<file path="src/rtl/irq_csr_ctrl_pkg.sv">
// Shared definitions for the interrupt CSR controller: CSR map, CSR op
// encodings, FSM state type and the read-modify-write helper.
package irq_csr_ctrl_pkg;

  localparam logic [11:0] CSR_MIE      = 12'h304;
  localparam logic [11:0] CSR_MTVEC    = 12'h305;
  localparam logic [11:0] CSR_MSCRATCH = 12'h340;
  localparam logic [11:0] CSR_MEPC     = 12'h341;
  localparam logic [11:0] CSR_MCAUSE   = 12'h342;

  localparam logic [2:0] F3_CSRRW  = 3'b001;
  localparam logic [2:0] F3_CSRRS  = 3'b010;
  localparam logic [2:0] F3_CSRRC  = 3'b011;
  localparam logic [2:0] F3_CSRRWI = 3'b101;
  localparam logic [2:0] F3_CSRRSI = 3'b110;
  localparam logic [2:0] F3_CSRRCI = 3'b111;

  typedef enum logic {
    ST_IDLE = 1'b0,
    ST_TRAP = 1'b1
  } state_e;

  function automatic logic csr_op_writes(input logic [2:0] op);
    return (op[1:0] != 2'b00);
  endfunction

  // The immediate variants carry an already-extended operand on wdata.
  function automatic logic [31:0] csr_op_apply(input logic [2:0]  op,
                                               input logic [31:0] old,
                                               input logic [31:0] wdata);
    logic [31:0] res;
    case (op)
      F3_CSRRW, F3_CSRRWI: res = wdata;
      F3_CSRRS, F3_CSRRSI: res = old | wdata;
      F3_CSRRC, F3_CSRRCI: res = old & ~wdata;
      default:             res = old;
    endcase
    return res;
  endfunction

endpackage

</file>
<file path="src/rtl/irq_csr_ctrl_csr_file.sv">
// Machine-mode interrupt CSR storage with combinational read mux and
// read-modify-write update; trap entry overrides software writes to mepc/mcause.
module csr_file
  import irq_csr_ctrl_pkg::*;
(
  input  logic        clk_i,
  input  logic        rst_i,
  input  logic        wr_en_i,
  input  logic [2:0]  op_i,
  input  logic [11:0] addr_i,
  input  logic [31:0] wdata_i,
  input  logic        trap_load_i,
  input  logic [31:0] trap_pc_i,
  input  logic [31:0] trap_cause_i,
  output logic [31:0] rdata_o,
  output logic [15:0] mask_o,
  output logic [31:0] mtvec_base_o,
  output logic [31:0] mepc_o
);

  logic [31:0] mie_q, mie_d;
  logic [31:0] mtvec_q, mtvec_d;
  logic [31:0] mscratch_q, mscratch_d;
  logic [31:0] mepc_q, mepc_d;
  logic [31:0] mcause_q, mcause_d;
  logic [31:0] new_val;
  logic        do_wr;

  always_comb begin
    rdata_o = '0;
    case (addr_i)
      CSR_MIE:      rdata_o = mie_q;
      CSR_MTVEC:    rdata_o = mtvec_q;
      CSR_MSCRATCH: rdata_o = mscratch_q;
      CSR_MEPC:     rdata_o = mepc_q;
      CSR_MCAUSE:   rdata_o = mcause_q;
      default:      rdata_o = '0;
    endcase
  end

  always_comb begin
    new_val    = csr_op_apply(op_i, rdata_o, wdata_i);
    do_wr      = wr_en_i && csr_op_writes(op_i);
    mie_d      = mie_q;
    mtvec_d    = mtvec_q;
    mscratch_d = mscratch_q;
    mepc_d     = mepc_q;
    mcause_d   = mcause_q;
    if (do_wr) begin
      case (addr_i)
        CSR_MIE:      mie_d      = new_val;
        CSR_MTVEC:    mtvec_d    = new_val;
        CSR_MSCRATCH: mscratch_d = new_val;
        CSR_MEPC:     mepc_d     = new_val;
        CSR_MCAUSE:   mcause_d   = new_val;
        default:      ;
      endcase
    end
    if (trap_load_i) begin
      mepc_d   = trap_pc_i;
      mcause_d = trap_cause_i;
    end
  end

  always_ff @(posedge clk_i) begin
    if (rst_i) begin
      mie_q      <= '0;
      mtvec_q    <= '0;
      mscratch_q <= '0;
      mepc_q     <= '0;
      mcause_q   <= '0;
    end else begin
      mie_q      <= mie_d;
      mtvec_q    <= mtvec_d;
      mscratch_q <= mscratch_d;
      mepc_q     <= mepc_d;
      mcause_q   <= mcause_d;
    end
  end

  assign mask_o       = mie_q[19:4];
  assign mtvec_base_o = {mtvec_q[31:2], 2'b00};
  assign mepc_o       = mepc_q;

endmodule

</file>
<file path="src/rtl/irq_csr_ctrl.sv">
// Single-level interrupt controller: trap entry/return FSM and PC redirect
// in front of the machine-mode interrupt CSRs.
//   state   | meaning
//   ST_IDLE | no trap active, chain may grant a new interrupt
//   ST_TRAP | handler running, further interrupts ignored until mret
module irq_csr_ctrl
  import irq_csr_ctrl_pkg::*;
(
  input  logic        clk_i,
  input  logic        rst_i,
  input  logic        irq_i,
  input  logic [31:0] irq_cause_i,
  output logic        ready_o,
  output logic        irq_ret_o,
  output logic [15:0] mask_o,
  input  logic        stall_i,
  input  logic [31:0] pc_i,
  input  logic        mret_i,
  input  logic        csr_en_i,
  input  logic [2:0]  csr_op_i,
  input  logic [11:0] csr_addr_i,
  input  logic [31:0] csr_wdata_i,
  output logic [31:0] csr_rdata_o,
  output logic        pc_redirect_o,
  output logic [31:0] trap_pc_o
);

  state_e      state_q, state_d;
  logic        trap_enter;
  logic        trap_return;
  logic        idle_mret;
  logic [31:0] mtvec_base;
  logic [31:0] mepc;

  // Events are suppressed during reset so a trap is abandoned silently.
  always_comb begin
    trap_enter  = !rst_i && (state_q == ST_IDLE) && irq_i && !stall_i;
    trap_return = !rst_i && (state_q == ST_TRAP) && mret_i && !stall_i;
    idle_mret   = !rst_i && (state_q == ST_IDLE) && mret_i && !stall_i && !trap_enter;
    state_d     = state_q;
    if (trap_enter)  state_d = ST_TRAP;
    if (trap_return) state_d = ST_IDLE;
  end

  always_ff @(posedge clk_i) begin
    if (rst_i) state_q <= ST_IDLE;
    else       state_q <= state_d;
  end

  // mepc here is the pre-write value, so a same-cycle CSR write cannot move the return target.
  always_comb begin
    pc_redirect_o = trap_enter || trap_return || idle_mret;
    irq_ret_o     = trap_return;
    trap_pc_o     = '0;
    if (trap_enter)                    trap_pc_o = mtvec_base;
    else if (trap_return || idle_mret) trap_pc_o = mepc;
  end

  assign ready_o = (state_q == ST_IDLE) && !stall_i;

  csr_file u_csr_file (
    .clk_i        (clk_i),
    .rst_i        (rst_i),
    .wr_en_i      (csr_en_i && !stall_i),
    .op_i         (csr_op_i),
    .addr_i       (csr_addr_i),
    .wdata_i      (csr_wdata_i),
    .trap_load_i  (trap_enter),
    .trap_pc_i    (pc_i),
    .trap_cause_i (irq_cause_i),
    .rdata_o      (csr_rdata_o),
    .mask_o       (mask_o),
    .mtvec_base_o (mtvec_base),
    .mepc_o       (mepc)
  );

endmodule

</file>
<file path="config.mk">
export PLATFORM = sky130hd
export DESIGN_NAME = irq_csr_ctrl
export DESIGN_NICKNAME = d
export VERILOG_FILES = /design/src/rtl/irq_csr_ctrl_pkg.sv /design/src/rtl/irq_csr_ctrl_csr_file.sv /design/src/rtl/irq_csr_ctrl.sv
export SDC_FILE = /design/constraint.sdc
export NUM_CORES = 1
export LEC_CHECK = 0
export BUFFER_PORTS_ARGS = -buffer_cell sky130_fd_sc_hd__buf_2
export CAP_MARGIN = 20
export CELL_PAD_IN_SITES_DETAIL_PLACEMENT = 1
export CELL_PAD_IN_SITES_GLOBAL_PLACEMENT = 2
export CORE_UTILIZATION = 32
export DETAILED_ROUTE_END_ITERATION = 10
export GPL_TIMING_DRIVEN = 0
export PLACE_DENSITY_LB_ADDON = 0.1
export SLEW_MARGIN = 25
export SYNTH_ARGS = -nofsm -noshare
export SYNTH_HDL_FRONTEND = slang
export SYNTH_SLANG_ARGS = --single-unit
</file>
<file path="constraint.sdc">
create_clock -name clk_i -period 2.6 [get_ports clk_i]
set_clock_uncertainty 0.15 [all_clocks]
set_input_delay 0.13 -clock clk_i [delete_from_list [all_inputs] [get_ports clk_i]]
set_output_delay 0.13 -clock clk_i [all_outputs]
set_load 0.05 [all_outputs]
</file>
==> results of run 1 <==
cells in the final DEF, fill, tap and decap left out, drive strengths merged, types with 11 or more instances in the layout:
cell type,instances
a31oi,11
a22o,38
nand3b,21
o21a,14
o22ai,50
clkbuf,91
a21oi,76
and3,16
mux2,16
mux2i,36
buf,244
nand2,133
o221ai,11
nor3,19
dfxtp,161
dlygate4sd3,79
nand2b,19
o21ai,83
inv,16
and2,13
nand3,25
a221oi,18
o211ai,16
a22oi,28
a211oi,43
nor2,100
critical path: stages:
cell      delay [ns]
buf_2           0.12
nor2b_1         0.41
nand4_2         0.47
clkbuf_1        0.45
o21ai_0         0.38
buf_2           0.33
worst max path at each step:
stage | cells after the start | slack (ns) | end | startpoint
after floorplan | 8 | -0.28 | u_csr_file.mcause_q[19] | csr_addr_i[5]
after global placement | 8 | -1.14 | u_csr_file.mepc_o[29] | csr_addr_i[5]
after detailed placement | 8 | -0.98 | u_csr_file.mcause_q[1] | csr_addr_i[1]
after CTS | 9 | 0.009 | csr_rdata_o[25] | csr_addr_i[0]
after global routing | 8 | 0.008 | u_csr_file.mtvec_q[2] | csr_addr_i[5]
final | 6 | 0.02 | csr_rdata_o[7] | csr_addr_i[6]
cells by family after synthesis:
group | share of synthesized area
AO/OA/AOI/OAI | 0.322
AND/OR/NAND/NOR | 0.203
flip-flops | 0.349
buffers and inverters | 0.0620
multiplexers | 0.0586
XOR/XNOR | 0.00475
layout make-up:
class | instances | area [um2] | area share
Inverter | 10 | 40.0 | 0.00327
Clock inverter | 13 | 119 | 0.00971
Buffer | 113 | 577 | 0.0471
Sequential cell | 161 | 3220 | 0.263
Tap cell | 378 | 473 | 0.0386
Multi-Input combinational cell | 870 | 5520 | 0.451
Clock buffer | 19 | 453 | 0.0370
Timing Repair Buffer | 282 | 1840 | 0.150
flip-flops by register name, summed over array words and instances (netlist names):
register               flops
state_q                    1
u_csr_file.mcause_q       32
u_csr_file.mie_q          32
u_csr_file.mepc_o         32
u_csr_file.mtvec_q        32
u_csr_file.mscratch_q     32
cell usage after synthesis (all sizes together) (2+ instances only):
cell,instances,share of area
a21oi,76,0.042
o21ai,83,0.045
nand3b,21,0.017
a221o,5,0.0054
nand3,25,0.014
a31oi,11,0.0075
nand4,9,0.0075
nor2b,8,0.0054
o32ai,9,0.0085
o2bb2ai,3,0.0028
o211ai,16,0.013
o221ai,11,0.010
nor4,5,0.0096
o21a,14,0.011
or2,3,0.0020
nor3,19,0.011
a311o,2,0.0022
a311oi,3,0.0028
a22oi,28,0.023
o31ai,2,0.0016
a211oi,43,0.035
o41ai,4,0.0038
a221oi,18,0.020
nand2,133,0.054
mux2i,36,0.039
o211a,5,0.0054
a32o,2,0.0022
clkbuf,68,0.028
buf,47,0.030
mux2,16,0.020
nor2,100,0.041
a22o,38,0.036
xnor2,5,0.0047
and2,13,0.0088
a32oi,8,0.0076
or4,2,0.0016
o22ai,50,0.034
clkinv,2,0.00081
dfxtp,161,0.35
or3,3,0.0020
inv,8,0.0033
nand2b,19,0.013
and3,16,0.011
power by group through the flow:
stage | clock network [mW] | registers (mW) | logic [mW]
after floorplan | 0 | 2.59 | 0.395
after global placement | 0 | 2.60 | 0.726
after detailed placement | 0 | 2.60 | 0.734
after CTS | 2.59 | 2.54 | 0.837
after global routing | 2.67 | 2.55 | 0.909
final | 2.58 | 2.54 | 0.865
routing by layer:
metal | GRT usage | vias to the layer above | wire, um
li1 | - | 4922 | -
met1 | 0.441 | 5427 | 21300
met2 | 0.526 | 494 | 22300
met3 | 0.0607 | 87 | 3790
met4 | 0.124 | 0 | 1430
met5 | 0 | - | 0
repair_timing:
| item | in CTS | in global routing |
|---|---|---|
| setup buffers | 3 | 4 |
| pin swaps | 1 | 1 |
| gates resized for setup | 38 | 25 |
| hold buffers | 79 | 0 |
| endpoints found under the setup margin | 146 | 93 |
| hold endpoints to repair | 76 | 0 |
stage by stage:
step	std cells	instance area, um2	worst slack, ns	hold slack, ns
after global placement	1730	10700	-1.14	0.201
after global routing	1846	12200	0.00824	0.0635
after detailed placement	1730	10700	-0.982	0.185
after floorplan	1156	9230	-0.283	0.0870
after CTS	1842	12200	0.00865	0.0217
final	1846	12200	0.0249	0.0205
==> impl_metrics.json, run 1 <==
{
  "syn_to_final_growth_pct": 32.7,
  "worst_pin_slew_ns": 0.933,
  "synth-edff-count": 0,
  "holdPathEnd": "u_csr_file.mtvec_q[30]",
  "drv_slew": 0,
  "postSynthRegisterBits": 161,
  "synth_nets": 1273,
  "critPathMaxFanout": 10,
  "via_per_inst": 5.92,
  "slew-limit-headroom": 0.378,
  "pwr-share-clk": 0.431,
  "drt_iter0_markers": 1015,
  "post-route-period-util": 0.990,
  "drc_errors": 0,
  "comb_power_share": 0.144,
  "netlist_area_um2": 9230,
  "power_frac_seq": 0.424,
  "ios": 200,
  "maxCapViolations": 0,
  "final-hold-violation-count": 0,
  "rr_startpoint": "state_q",
  "rrSetupSlack_ns": 0.22,
  "num_vias": 10930,
  "cellPowerDensity_nw_per_um2": 490,
  "clk_latency_ns": 0.45,
  "grt_max_degree": 17,
  "endpoint_kind": "primary output",
  "wl_per_cell_um": 26.4,
  "r2r_cells": 7,
  "nets": 1572,
  "hold_class": "in -> reg",
  "grt_setup_unrepaired": "no",
  "cts_made_buffers": 17,
  "r2r-end": "u_csr_file.mcause_q[16]",
  "fin_util": 0.436,
  "drive_gt1_frac": 0.236,
  "path_class": "in -> out",
  "grt_pass1_wl_mm": 69.9,
  "row_count": 61,
  "grt.overflow.total": 0,
  "hp-start": "csr_wdata_i[30]",
  "cts_tree": "yes",
  "status": "completed",
  "num-fill-cells": 3495,
  "net-switching-power_mw": 1.84,
  "hold_depth": 4,
  "finalWirelength_mm": 48.8,
  "switching_share": 0.308,
  "ir_drop_mv": 0.432,
  "grt_pass1_vias": 10663,
  "crit_required_ns": 2.32,
  "h-tree-depth": 4,
  "n_antenna_cell": 0,
  "yosysSeqAreaShare": 0.349,
  "start_util": 0.328,
  "port_buffers": 196,
  "die_w_um": 172,
  "syn_area_per_cell_um2": 7.98,
  "cts.sinks": 161,
  "setup_viol": 0,
  "power.leakage_nw": 4.70,
  "dp_hpwl_mm": 36.0,
  "ys.flop_type": "dfxtp_1",
  "grt_use_total": 0.330,
  "ant_nets": 0,
  "ys_types": 61,
  "setup_tns_ns": 0,
  "clockBufferDepth": 2,
  "synth-async-reset-ratio": 0,
  "crit_path_start_kind": "input port",
  "worst_ep_arrival_time_ns": 2.30,
  "fmax_mhz": 388,
  "internal_power_mw": 4.15,
  "min_period_ns": 2.58,
  "synthCells": 1156,
  "die_h_um": 172,
  "total_power_mw": 5.99,
  "dieArea_um2": 29500,
  "drtPass1Iterations": 7,
  "grt_antenna_before_repair": 0,
  "root_buffer": "clkbuf_16",
  "yosys_warnings": 0,
  "gp_congestion": 0.912,
  "core_area_um2": 28100,
  "clk_pin_slew_ns": 0.07
}
Power figures use the tool's default switching activity.
==> run 2: changes to the inputs <==
==> constraint.sdc (replaced) <==
create_clock -name clk_i -period 2.6 [get_ports clk_i]
set_clock_uncertainty 0.15 [all_clocks]
set_input_delay 0.26 -clock clk_i [delete_from_list [all_inputs] [get_ports clk_i]]
set_output_delay 0.26 -clock clk_i [all_outputs]
set_load 0.05 [all_outputs]
==> run 2 against run 1 <==
Highest routed layer unchanged; via count is 1.0% lower; sequential share of layout area increased by 0.11 points; clock power is essentially flat; power is 0.72% lower; maximum frequency decreased by 1.1%; combinational power decreased by 2.7%; critical path depth increased by 2; die area is the same; non-clock buffer count is 29 lower; design area is 0.41% lower; critical endpoint is now csr_rdata_o[1]; the flow now finishes with violations (hold timing, setup timing).
==> impl_metrics.json, run 2 (synthesized netlist as in run 1, its figures left out) <==
{
  "status": "finished, violations left",
  "violations": "hold timing, setup timing",
  "clk_pin_slew_ns": 0.07,
  "final-hold-violation-count": 1,
  "finalWirelength_mm": 48.3,
  "critPathMaxFanout": 10,
  "num_vias": 10816,
  "min_period_ns": 2.60,
  "cp_top_family": "simple AND/OR/NAND/NOR gates",
  "path_class": "in -> out",
  "row_count": 61,
  "ant_nets": 0,
  "fmax_mhz": 384,
  "total_power_mw": 5.95,
  "nets": 1543,
  "crit_required_ns": 2.19,
  "cts_tree": "yes",
  "grt_max_degree": 17,
  "root_buffer": "clkbuf_16",
  "grt_use_total": 0.331,
  "start_util": 0.328,
  "wl_per_cell_um": 26.6,
  "multi_input_area_um2": 5660,
  "worst_pin_slew_ns": 0.941,
  "power.leakage_nw": 4.66,
  "dpl.cell_count": 1731,
  "ir_drop_mv": 0.394,
  "rrSetupSlack_ns": 0.23,
  "worst_ep_arrival_time_ns": 2.19,
  "grt_setup_unrepaired": "yes",
  "drtPass1Iterations": 5,
  "crit_chain": "buf_2 > or4_1 > buf_2 > buf_6 > nor2_4 > nand2_4 > o221ai_2 > buf_6",
  "die_h_um": 172,
  "grt_antenna_before_repair": 0,
  "drt_iter0_markers": 1039,
  "cp_num_buf_inv": 4,
  "post-route-period-util": 1.00,
  "seq_area_um2": 3220,
  "endpoint_kind": "primary output",
  "hold_class": "in -> reg",
  "setup_viol": 1,
  "gp_congestion": 0.912,
  "crit_path_start_kind": "input port",
  "via_per_inst": 5.95,
  "dieArea_um2": 29500,
  "drv_slew": 0,
  "slowest_stage": "or4_1",
  "drive_gt1_frac": 0.259,
  "n_antenna_cell": 0,
  "hold_slack_ns": -0.000772,
  "ios": 200,
  "cts.sinks": 161,
  "cts_made_buffers": 17,
  "cellPowerDensity_nw_per_um2": 488,
  "slew-limit-headroom": 0.373,
  "grt.overflow.total": 0,
  "grt_pass1_vias": 10807,
  "maxCapViolations": 0,
  "clockBufferDepth": 2,
  "port_buffers": 196,
  "drc_errors": 0,
  "clk_latency_ns": 0.45,
  "h-tree-depth": 4,
  "num-fill-cells": 3481,
  "layout_common_cells": "buf_2 (187), dfxtp_1 (161), nand2_1 (127), nor2_1 (90), a21oi_1 (75)",
  "stdcell_count": 1817,
  "grt_pass1_wl_mm": 70.4,
  "setup_ws_ns": -0.00477,
  "syn_to_final_growth_pct": 32.2,
  "die_w_um": 172,
  "core_area_um2": 28100,
  "dp_hpwl_mm": 36.2,
  "critPathMaxStageDelay_ns": 0.50,
  "final_common_cell": "buf_2"
}
==> run 2: where the power goes <==
part | leakage, nW | total, mW | internal (mW) | switching [mW]
combinational | 3.09 | 0.842 | 0.303 | 0.539
sequential | 1.30 | 2.54 | 2.51 | 0.0365
clock | 0.274 | 2.56 | 1.29 | 1.28
total | 4.66 | 5.95 | 4.10 | 1.85
==> run 2: per-layer routing <==
layer | share of wire | wire length (um) | track usage
met1 | 0.45 | 21600 | 0.456
met2 | 0.45 | 21700 | 0.521
met3 | 0.070 | 3360 | 0.0506
met4 | 0.032 | 1560 | 0.119
met5 | 0 | 0 | 0
==> run 2: area by class of cell <==
| type | instances | area share |
|---|---|---|
| plain buffers | 112 | 0.0508 |
| clock buffers | 18 | 0.0360 |
| clock inverters | 14 | 0.00985 |
| inverters | 10 | 0.00339 |
| multi-input cells | 870 | 0.464 |
| flip-flops and latches | 161 | 0.264 |
| well taps | 378 | 0.0388 |
| repair buffers | 254 | 0.133 |
==> run 2: through the flow <==
stage / util / setup WS (ns) / TNS [ns] / area, um2
3_5_place_dp: 0.382 / -1.11 / -127.91 / 10700
5_1_grt: 0.434 / -0.0578 / -0.138 / 12200
3_3_place_gp: 0.381 / -1.30 / -149.95 / 10700
2_1_floorplan: - / -0.344 / -5.24 / 9240
6_report: 0.434 / -0.00477 / -0.00477 / 12200
4_1_cts: 0.427 / -0.000580 / -0.000580 / 12000
==> run 2: final timing paths <==
path,cells past startpoint,from,endpoint
max,8,csr_addr_i[5],csr_rdata_o[1]
min reg2reg,2,u_csr_file.mscratch_q[22],u_csr_file.mscratch_q[22]
min,3,irq_cause_i[1],u_csr_file.mcause_q[1]
max reg2reg,6,state_q,u_csr_file.mcause_q[1]
==> run 2: worst reg2reg max path, cell delays in order (launching register included) <==
cell and delay, ns:
dfxtp_1 0.42, nor2b_4 0.08, nand2_1 0.14, clkbuf_1 0.47, clkbuf_2 0.44, nand2_2 0.31, o22ai_1 0.27
==> run 2: timing repair <==
action | in CTS | in global routing
hold buffers | 46 | 0
buffers inserted | 9 | 2
endpoints found under the hold margin | 46 | 0
gates resized for setup | 72 | 63
setup endpoints to repair | 176 | 106
pin swaps | 3 | 2
